## src/rtl/instr_sequencer.sv

```systemverilog
// instr_sequencer: buffers 16-bit instructions in a FIFO and issues them one
// at a time to a CPU with a load / start / wait-low / wait-high handshake.
// Ports: clk; reset (async, active-high); wr_en/wr_data push the queue;
// go starts a run; cpu_w is the CPU idle flag; cpu_in/cpu_load/cpu_s drive
// the CPU; full/empty, busy, done, err and retired report status.
module instr_sequencer #(
    parameter int DEPTH   = 8,
    parameter int TIMEOUT = 64
) (
    input  logic        clk,
    input  logic        reset,
    input  logic        wr_en,
    input  logic [15:0] wr_data,
    input  logic        go,
    input  logic        cpu_w,
    output logic [15:0] cpu_in,
    output logic        cpu_load,
    output logic        cpu_s,
    output logic        full,
    output logic        empty,
    output logic        busy,
    output logic        done,
    output logic        err,
    output logic [7:0]  retired
);

    localparam int AW = $clog2(DEPTH);
    localparam int TW = $clog2(TIMEOUT + 1);

    typedef enum logic [2:0] {
        IDLE, LOAD, START, WAIT_LOW, WAIT_HIGH
    } state_t;

    state_t state, state_nx;

    logic [15:0]   mem [DEPTH];
    logic [AW-1:0] rd_ptr, wr_ptr, rd_nx;
    logic [AW:0]   count, count_after, count_nx;
    logic [TW-1:0] tcnt;

    logic push, pop, tmo, wh_exit, start_run, empty_done;
    logic [15:0] head_nx, cpu_in_nx;
    logic cpu_load_nx, cpu_s_nx, busy_nx, done_nx, err_nx;
    logic full_nx, empty_nx;

    assign push        = wr_en && !full;
    assign wh_exit     = (state == WAIT_HIGH) && cpu_w;
    assign pop         = wh_exit;
    // A CPU that finishes on the last allowed cycle still counts as done.
    assign tmo         = (state == WAIT_LOW || state == WAIT_HIGH)
                         && (tcnt == TW'(TIMEOUT - 1)) && !wh_exit;
    assign start_run   = (state == IDLE) && go && cpu_w && !empty;
    assign empty_done  = (state == IDLE) && go && cpu_w && empty;
    assign count_after = count - {{AW{1'b0}}, pop} + {{AW{1'b0}}, push};
    assign count_nx    = tmo ? '0 : count_after;
    assign rd_nx       = rd_ptr + 1'b1;

    // Head seen after this edge; a lone entry being popped is replaced
    // by the word written in the same cycle.
    always_comb begin
        head_nx = mem[rd_ptr];
        if (pop) begin
            if (count == (AW+1)'(1)) head_nx = wr_data;
            else                     head_nx = mem[rd_nx];
        end
    end

    // State register
    always_ff @(posedge clk or posedge reset) begin
        if (reset) state <= IDLE;
        else       state <= state_nx;
    end

    // Next-state logic
    always_comb begin
        state_nx = state;
        unique case (state)
            IDLE:      if (start_run) state_nx = LOAD;
            LOAD:      state_nx = START;
            START:     state_nx = WAIT_LOW;
            WAIT_LOW: begin
                if (tmo)         state_nx = IDLE;
                else if (!cpu_w) state_nx = WAIT_HIGH;
            end
            WAIT_HIGH: begin
                if (tmo)        state_nx = IDLE;
                else if (cpu_w) state_nx = (count_after == '0) ? IDLE : LOAD;
            end
            default:   state_nx = IDLE;
        endcase
    end

    // Output logic: next values for the output registers
    always_comb begin
        cpu_in_nx   = cpu_in;
        if (state_nx == LOAD) cpu_in_nx = head_nx;
        cpu_load_nx = (state_nx == LOAD);
        cpu_s_nx    = (state_nx == START);
        busy_nx     = (state_nx != IDLE);
        done_nx     = empty_done || (wh_exit && count_after == '0);
        err_nx      = err;
        if (start_run) err_nx = 1'b0;
        else if (tmo)  err_nx = 1'b1;
        full_nx     = (count_nx == (AW+1)'(DEPTH));
        empty_nx    = (count_nx == '0);
    end

    always_ff @(posedge clk or posedge reset) begin
        if (reset) begin
            cpu_in   <= '0;
            cpu_load <= 1'b0;
            cpu_s    <= 1'b0;
            busy     <= 1'b0;
            done     <= 1'b0;
            err      <= 1'b0;
            full     <= 1'b0;
            empty    <= 1'b1;
            retired  <= '0;
        end else begin
            cpu_in   <= cpu_in_nx;
            cpu_load <= cpu_load_nx;
            cpu_s    <= cpu_s_nx;
            busy     <= busy_nx;
            done     <= done_nx;
            err      <= err_nx;
            full     <= full_nx;
            empty    <= empty_nx;
            if (pop) retired <= retired + 8'd1;
        end
    end

    // Queue pointers; a timeout flushes everything including a same-cycle write.
    always_ff @(posedge clk or posedge reset) begin
        if (reset) begin
            rd_ptr <= '0;
            wr_ptr <= '0;
            count  <= '0;
        end else if (tmo) begin
            rd_ptr <= '0;
            wr_ptr <= '0;
            count  <= '0;
        end else begin
            if (push) wr_ptr <= wr_ptr + 1'b1;
            if (pop)  rd_ptr <= rd_nx;
            count <= count_after;
        end
    end

    always_ff @(posedge clk) begin
        if (push) mem[wr_ptr] <= wr_data;
    end

    // Per-instruction timer, restarted as each instruction is started.
    always_ff @(posedge clk or posedge reset) begin
        if (reset)
            tcnt <= '0;
        else if (state == START)
            tcnt <= '0;
        else if (state == WAIT_LOW || state == WAIT_HIGH)
            tcnt <= tcnt + 1'b1;
    end

endmodule

```

## config.mk

```make
export PLATFORM = sky130hd
export DESIGN_NAME = instr_sequencer
export DESIGN_NICKNAME = d
export VERILOG_FILES = /design/src/rtl/instr_sequencer.sv
export SDC_FILE = /design/constraint.sdc
export NUM_CORES = 1
export LEC_CHECK = 0
export BUFFER_PORTS_ARGS = -buffer_cell sky130_fd_sc_hd__buf_2
export CAP_MARGIN = 25
export CORE_AREA = 2 2 145 147
export DETAILED_ROUTE_END_ITERATION = 8
export DIE_AREA = 0 0 147 149
export PLACE_DENSITY_LB_ADDON = 0.25
export SKIP_LAST_GASP = 1
export SYNTH_ARGS = -nofsm -noshare
export SYNTH_HDL_FRONTEND = slang
export SYNTH_SLANG_ARGS = --single-unit
```

## constraint.sdc

```tcl
create_clock -name clk -period 4.8 [get_ports clk]
set_clock_uncertainty 0.2 [all_clocks]
set_input_delay 0.48 -clock clk [delete_from_list [all_inputs] [get_ports clk]]
set_output_delay 0.48 -clock clk [all_outputs]
set_load 0.03 [all_outputs]
```

==> run metrics, run 1 <==
cell row count=53; required time worst endpoint=4.92 ns; fin crit period=3.86 ns; FILL cells=1802; sequential area share after synthesis=0.608; I/O Buffers=51; synthesis-to-finish area growth=14.0%; slowest stage cell on the critical path=a21oi_4; top cell type's share of synthesized area=0.456; total track usage=0.181; Final WS setup=0.935 ns; RD Place Congestion=0.815; max-cap viol count=0; Post-Route WL=19000 um; CP max FO=19; initial antenna violation count=0; WHS=0.125 ns; critical path class=flip-flop to flip-flop; Final ANT Viol Nets=0; CTS Buf Count=17; vias per cell=5.72; CP delay by family, top=simple AND/OR/NAND/NOR gates; worst slack, placed=0.950 ns; slowest stage delay, CP=0.69 ns; ranking of synthesized cells by area=edfxtp_1 (46%), mux4_2 (17%), dfrtp_1 (15%); Worst-Skew Late Latency=0.42 ns; count of final hold-check violations=0; vias in the first global route=5093; vias=4891; Final nets=596; Achievable Freq=259 MHz; CTS resizes=0; post-placement cell count=820; Netlist cell types=54; Main synth FF type=edfxtp_1; wire length per cell=22.2 um; slew margin rel.=0.334; Non-Filler Instances=855; Top Ports=52; final setup vio count=0; clk sinks=179; Crit. End Element=flip-flop; post-synthesis cell count=510; EDFF count, synth=128; status=completed; DIE AREA=21900 sq um; RSZ-0062 raised after global routing=no; postcts setup bufs=0; Die Width=147 um; Max VDD drop=281 uV; static leakage=3.35 nW; Clock transition at path regs=0.07 ns; Syn Nets=540; CP Launch Type=flip-flop; Synth area leader=edfxtp_1; fraction of layout cells with a size suffix above 1=0.342; pin count of the biggest net entering global routing=66; drt drc=0; first-pass GRT wire length=29500 um; synthesized area per cell=16.5 sq um; clk buf depth=2; Slew Limit Fails=0; ys async rst share=0.285; CP cell instances=and4bb_2 -> nand2b_1 -> nand2_1 -> ha_1 -> inv_1 -> fa_1 -> xor2_1 -> nand3b_1 -> o31ai_2 -> a21oi_4 -> mux2_2; worst hold path class=primary input to flip-flop; H-tree levels=4; Synth Register Bits=179; critical path arrival=3.98 ns; GRT Residual Overflow=0; flop-to-flop setup slack=0.94 ns; Initial Util=0.410; Iter 0 DRT Violations=306; Slew @ Worst Pin=0.999 ns; clock root buffer master=clkbuf_16; CTS tree=done; fin crit share=0.805; Synth Cell Area=8430 sq um; CP bufs+invs=1; Synth Warn #=0; die height=149 um; setup total negative slack=0 ns; pwr/cell area=618 nW/um^2; first-pass detailed-route iteration total=4; post-DP HPWL=11200 um; core area=20600 sq um
==> through the flow <==
stage | area (sq um) | power [W] | utilization
4_1_cts | 9570 | 0.00597 | 0.466
2_1_floorplan | 8430 | 0.00403 | -
5_1_grt | 9600 | 0.00626 | 0.467
3_5_place_dp | 8980 | 0.00458 | 0.437
3_3_place_gp | 8980 | 0.00452 | 0.437
6_report | 9600 | 0.00593 | 0.467
==> layout by cell type (no fill, tap or decap), drive strengths merged, types with 2 or more instances in the layout <==
| cell type | n |
|---|---|
| edfxtp | 128 |
| buf | 67 |
| mux4 | 64 |
| dfrtp | 50 |
| nor2 | 24 |
| nor3 | 24 |
| nand2 | 21 |
| mux2i | 19 |
| a211oi | 18 |
| clkbuf | 18 |
| o22ai | 17 |
| mux2 | 17 |
| a21oi | 13 |
| inv | 13 |
| ha | 8 |
| nand2b | 7 |
| xnor2 | 7 |
| clkinv | 6 |
| or2 | 5 |
| nor2b | 5 |
| o21ai | 4 |
| nand3 | 4 |
| xor2 | 4 |
| and3 | 3 |
| nand4 | 3 |
| clkinvlp | 3 |
| nor4 | 2 |
| a311oi | 2 |
| a21o | 2 |
| bufinv | 2 |
| a31oi | 2 |
==> logic make-up after synthesis <==
family | after synthesis | share of synthesized area
muxes | 100 | 0.220
and+or+nand+nor | 104 | 0.0627
buffers and inverters | 41 | 0.0251
adders and majority gates | 9 | 0.0143
DFF | 179 | 0.608
xor gates and xnor gates | 11 | 0.0123
AOI/OAI and AO/OA | 66 | 0.0575
==> cell type report <==
class / count / area (sq um) / share of cell area
well taps: 275 / 344 / 0.0358
clock buffers: 18 / 429 / 0.0447
repair buffers: 68 / 405 / 0.0422
inverters: 10 / 37.5 / 0.00391
multi-input cells: 290 / 3110 / 0.323
flip-flops and latches: 179 / 5120 / 0.534
diodes: 1 / 2.50 / 0.000261
clock inverters: 14 / 155 / 0.0162
==> per-layer routing <==
layer | global-route usage | share of wire
met2 | 0.301 | 0.50
met3 | 0.0388 | 0.047
met4 | 0.0644 | 0.016
met1 | 0.239 | 0.43
met5 | 0 | 0
==> registers in the layout (all words and copies together) (netlist names) <==
register / flops
full: 1
busy: 1
retired: 8
cpu_s: 1
empty: 1
wr_ptr: 3
cpu_in: 16
rd_ptr: 3
count: 4
done: 1
state: 3
mem: 128
err: 1
cpu_load: 1
tcnt: 7
==> synthesized netlist by cell type (4+ instances only) <==
master and n:
o21ai_0 4, or2_2 5, mux2_4 9, xnor2_1 7
a211oi_1 18, ha_1 8, inv_1 10, clkbuf_1 8
a21oi_1 12, dfrtp_1 50, nand2b_1 7, nor2_1 24
mux2_2 8, edfxtp_1 128, nor2b_1 5, mux2i_1 19
buf_2 15, buf_4 5, nand2_1 21, o22ai_1 17
nor3_1 23, mux4_2 64
==> path summary, 6_finish.rpt <==
check | from | end | cells after the start
min | cpu_w | state[2] | 2
max in group asynchronous | reset | cpu_in[2] | 4
min reg2reg | retired[7] | retired[7] | 1
max reg2reg | state[2] | cpu_in[5] | 11
min in group asynchronous | reset | err | 3
max | state[2] | cpu_in[5] | 11
==> power breakdown <==
group / leakage, nW / internal, W / switching (W)
registers: 1.80 / 0.00199 / 0.000233
clock network: 0.276 / 0.000774 / 0.000608
logic: 1.28 / 0.00110 / 0.00122
total: 3.35 / 0.00387 / 0.00206
==> timing repair <==
action / in CTS / in global routing
setup endpoints to repair: 0 / 0
endpoints found under the hold margin: 23 / 0
hold buffers: 1 / 0
Note: power is estimated with default switching activity, not from simulation.
==> run 2, diff against run 1 <==
clock period = 3.45 ns   (was 4.8 ns; I/O delays follow)
==> run metrics, run 2 (synthesis gave the netlist of run 1 again) <==
commonest non-fill, non-tap cells in the layout=edfxtp_1 (128), mux4_2 (64), buf_2 (51); Post-Route WL=19400 um; Inserted Diodes=0; setup total negative slack=0 ns; critical path arrival=3.30 ns; most flop-heavy register=mem; slew margin rel.=0.372; commonest non-fill, non-tap cell in the layout=edfxtp_1; first-pass detailed-route iteration total=4; RSZ-0062 raised after global routing=no; Iter 0 DRT Violations=384; Final nets=622; CTS tree=done; Worst-Skew Late Latency=0.43 ns; fin crit share=0.924; H-tree levels=4; post-DP HPWL=11700 um; CP Launch Type=flip-flop; pwr/cell area=848 nW/um^2; vias=4977; Top Ports=52; max reg flops=128; static leakage=3.48 nW; cell row count=53; Max VDD drop=438 uV; Slew @ Worst Pin=0.940 ns; Power, Total=0.00833 W; drt drc=0; worst hold path class=primary input to flip-flop; wire length per cell=22.0 um; Die Width=147 um; synthesis-to-finish area growth=16.6%; Clock transition at path regs=0.07 ns; vias per cell=5.66; Slew Limit Fails=0; clk buf depth=2; status=completed; busiest grt layer=met2; pin count of the biggest net entering global routing=37; clock root buffer master=clkbuf_16; fin crit period=3.19 ns; Reg2Reg Depth=12; met1 Usage GRT=0.236; Achievable Freq=314 MHz; count of final hold-check violations=0; max-cap viol count=0; I/O Buffers=51; Initial Util=0.410; fraction of layout cells with a size suffix above 1=0.349; Crit. End Element=flip-flop; Non-Filler Instances=880; RD Place Congestion=0.846; vias in the first global route=5276; required time worst endpoint=3.57 ns; met2 Usage GRT=0.318; DIE AREA=21900 sq um; M3 GR Usage=0.0446; core area=20600 sq um; hold path depth=1; total track usage=0.185; Final ANT Viol Nets=0; GRT Residual Overflow=0; CP max FO=10; first-pass GRT wire length=29900 um; Final WS setup=0.263 ns; post-placement cell count=831; Top Registers=mem (128), cpu_in (16), retired (8); final setup vio count=0; worst slack, placed=0.00505 ns; clk sinks=179; critical path class=flip-flop to flip-flop; CTS Buf Count=17; die height=149 um; initial antenna violation count=0
run 2: cell types whose count changed in the layout (fill, tap and decap cells not counted), sizes merged:
cell | previous run | this run
buf | 67 | 79
bufinv | 2 | 1
clkinv | 6 | 2
clkinvlp | 3 | 1
diode | 1 | 0
dlygate4sd3 | 1 | 15
inv | 13 | 20
run 2: final timing paths:
path	slack, ns	from	endpoint
max reg2reg	0.26	state[0]	cpu_in[14]
min reg2reg	0.28	retired[3]	retired[3]
min	0.01	wr_data[3]	mem[7][3]
max in group asynchronous	1.81	reset	empty
max	0.26	state[0]	cpu_in[14]
min in group asynchronous	0.44	reset	retired[3]
run 2: routing by layer:
layer | wire length, um | vias up
met4 | 245 | 0
met3 | 1040 | 24
met1 | 8300 | 2580
met2 | 9770 | 154
li1 | - | 2219
met5 | 0 | -
run 2: area by class of cell:
type	count	area, sq um
Sequential cell	179	5120
Inverter	10	37.5
Timing Repair Buffer	94	628
Tap cell	275	344
Multi-Input combinational cell	290	3110
Clock buffer	18	429
Clock inverter	14	159
Fill cell	1782	10700
run 2: through the flow:
| step | util | hold WS, ns | instance area (sq um) |
|---|---|---|---|
| 3_5_place_dp | 0.441 | 0.279 | 9070 |
| 5_1_grt | 0.478 | 0.0120 | 9830 |
| 6_report | 0.478 | 0.0140 | 9830 |
| 4_1_cts | 0.477 | 0.00433 | 9810 |
| 2_1_floorplan | - | 0.218 | 8430 |
| 3_3_place_gp | 0.441 | 0.253 | 9070 |
run 2: where the power goes:
| group | internal, W | switching, W | total [W] |
|---|---|---|---|
| sequential | 0.00277 | 0.000322 | 0.00310 |
| combinational | 0.00158 | 0.00172 | 0.00330 |
| clock | 0.00104 | 0.000904 | 0.00194 |
| total | 0.00539 | 0.00295 | 0.00833 |
run 2: critical path: stages, from the launching register on:
cell and delay (ns):
dfrtp_1 0.38, and4bb_2 0.32, nand2b_1 0.10, nand2_1 0.08
ha_1 0.16, inv_1 0.05, fa_1 0.38, xor2_1 0.22
nand3b_1 0.17, o31ai_2 0.39, a21oi_4 0.09, buf_4 0.23
mux2_4 0.31
run 2: what timing repair did:
item	4_1_cts	5_1_grt
setup endpoints to repair	0	7
setup buffers	0	2
gates resized for setup	0	0
endpoints found under the hold margin	108	0
hold buffers	15	0
==> run 3, diff against run 2 <==
CORE_AREA = 2 2 127 129   (was 2 2 145 147)
DIE_AREA = 0 0 129 131   (was 0 0 147 149)
==> run metrics, run 3 (synthesis gave the netlist of run 1 again) <==
status=completed; Worst-Skew Late Latency=0.43 ns; clock network power share=0.226; Top Registers=mem (128), cpu_in (16), retired (8); fin crit share=0.914; most flop-heavy register=mem; critical path class=flip-flop to flip-flop; Worst Setup SP=state[0]; Post-Route WL=17800 um; CTS Buf Count=17; CTS tree=done; Crit Reg-Reg Startpoint=state[0]; Crit. End Element=flip-flop; synthesis-to-finish area growth=16.1%; die height=131 um; vias in the first global route=5132; drt drc=0; Seq pwr share=0.366; Max VDD drop=410 uV; RSZ-0062 raised after global routing=no; Slew @ Worst Pin=0.735 ns; pin count of the biggest net entering global routing=66; DIE AREA=16900 sq um; GRT Residual Overflow=0; clk sinks=179; max-cap viol count=0; Achievable Freq=317 MHz; clock root buffer master=clkbuf_16; Top Ports=52; Reg2Reg Depth=12; Net Switching=0.00282 W; commonest non-fill, non-tap cells in the layout=edfxtp_1 (128), mux4_2 (64), buf_2 (51); logic gate share of total power=0.407; Inserted Diodes=0; Die Width=129 um; Reg2Reg Capture Point=cpu_in[15]; initial antenna violation count=1; total track usage=0.226; slowest stage delay, CP=0.38 ns; Clock transition at path regs=0.07 ns; pwr/cell area=849 nW/um^2; max reg flops=128; critical path arrival=3.27 ns; multi-input logic area=3110 sq um; H-tree levels=4; vias per cell=6.02; Slew Limit Fails=0; Net Sw Frac=0.340; CTS resizes=0; post-DP HPWL=10800 um; slowest stage cell on the critical path=dfrtp_1; Non-Filler Instances=821; post-placement cell count=771; RD Place Congestion=0.843; Final ANT Viol Nets=0; slew margin rel.=0.510; crit path to=cpu_in[15]; Initial Util=0.540; CP Launch Type=flip-flop; first-pass GRT wire length=27700 um; required time worst endpoint=3.57 ns; fraction of layout cells with a size suffix above 1=0.350; I/O Buffers=51; setup total negative slack=0 ns; fin crit period=3.15 ns; wire length per cell=21.7 um; count of final hold-check violations=0; Final nets=622; cell row count=46; vias=4942; Seq. cell area=5120 sq um; core area=15600 sq um; Iter 0 DRT Violations=333; first-pass detailed-route iteration total=4; CP max FO=8; static leakage=3.47 nW; worst hold path class=primary input to flip-flop; FILL cells=1122; CP cell instances=and4bb_2 -> nand2b_1 -> nand2_1 -> ha_1 -> inv_1 -> fa_1 -> xor2_1 -> nand3b_1 -> o31ai_2 -> a21oi_4 -> buf_4 -> mux2_4; flop-to-flop setup slack=0.30 ns; final setup vio count=0; clk buf depth=2; commonest non-fill, non-tap cell in the layout=edfxtp_1; final core occ=0.627; Int Pwr=0.00548 W
run 3: cell types whose count changed in the layout (fill, tap and decap cells not counted):
cell and change:
clkinvlp_4 +3, inv_6 -2, clkbuf_1 -1, clkinv_8 -1
clkinv_4 +2, inv_8 -4, clkbuf_8 +3, buf_12 +2
buf_4 -2
run 3: area by class of cell:
| cell class | count | share of cell area |
|---|---|---|
| Clock inverter | 12 | 0.0123 |
| Multi-Input combinational cell | 290 | 0.318 |
| Timing Repair Buffer | 94 | 0.0668 |
| Inverter | 10 | 0.00384 |
| Tap cell | 216 | 0.0276 |
| Clock buffer | 20 | 0.0477 |
| Sequential cell | 179 | 0.524 |
run 3: routing by layer:
layer	vias up	track usage	wire length [um]
met4	2	0.0940	440
met5	-	0	13
met3	40	0.0448	872
met2	141	0.389	9150
li1	2220	-	-
met1	2539	0.283	7330
run 3: critical path, delay by kind of cell (launching register included):
family                   cells  cell delay [ns]
buffers and inverters        2             0.28
AND/OR/NAND/NOR              4             0.65
multiplexers                 1             0.30
XOR/XNOR                     1             0.20
adder cells (fa/ha/maj)      2             0.54
flip-flops                   1             0.38
AO/OA/AOI/OAI                2             0.49
run 3: what timing repair did:
action / CTS / global route
buffers inserted: 0 / 2
setup endpoints to repair: 0 / 8
hold buffers: 15 / 0
endpoints found under the hold margin: 131 / 0
run 3: how the worst min path moves through the flow:
stage	endpoint	from	depth (start not counted)	slack, ns
global placement	retired[7]	retired[7]	1	0.25
CTS	mem[1][10]	wr_data[10]	1	0.002
floorplan	state[2]	cpu_w	1	0.22
finish	mem[6][10]	wr_data[10]	1	0.01
global route	mem[6][10]	wr_data[10]	1	0.02
detailed placement	retired[7]	retired[7]	1	0.26
run 3: power groups by stage:
stage / Sequential [W] / Clock [W] / Combinational, W
2_1_floorplan: 0.00325 / 0 / 0.00236
3_3_place_gp: 0.00306 / 0 / 0.00325
3_5_place_dp: 0.00308 / 0 / 0.00332
4_1_cts: 0.00304 / 0.00192 / 0.00335
5_1_grt: 0.00308 / 0.00200 / 0.00366
6_report: 0.00304 / 0.00188 / 0.00338
run 3: metrics by stage:
| stage | power, W | cell area [sq um] | setup slack, ns | hold WS (ns) |
|---|---|---|---|---|
| 2_1_floorplan | 0.00561 | 8430 | 0.123 | 0.218 |
| 3_3_place_gp | 0.00631 | 8990 | 0.154 | 0.254 |
| 3_5_place_dp | 0.00640 | 8990 | 0.0348 | 0.261 |
| 4_1_cts | 0.00831 | 9730 | 0.116 | 0.00243 |
| 5_1_grt | 0.00874 | 9780 | 0.0668 | 0.0175 |
| 6_report | 0.00830 | 9780 | 0.295 | 0.0112 |
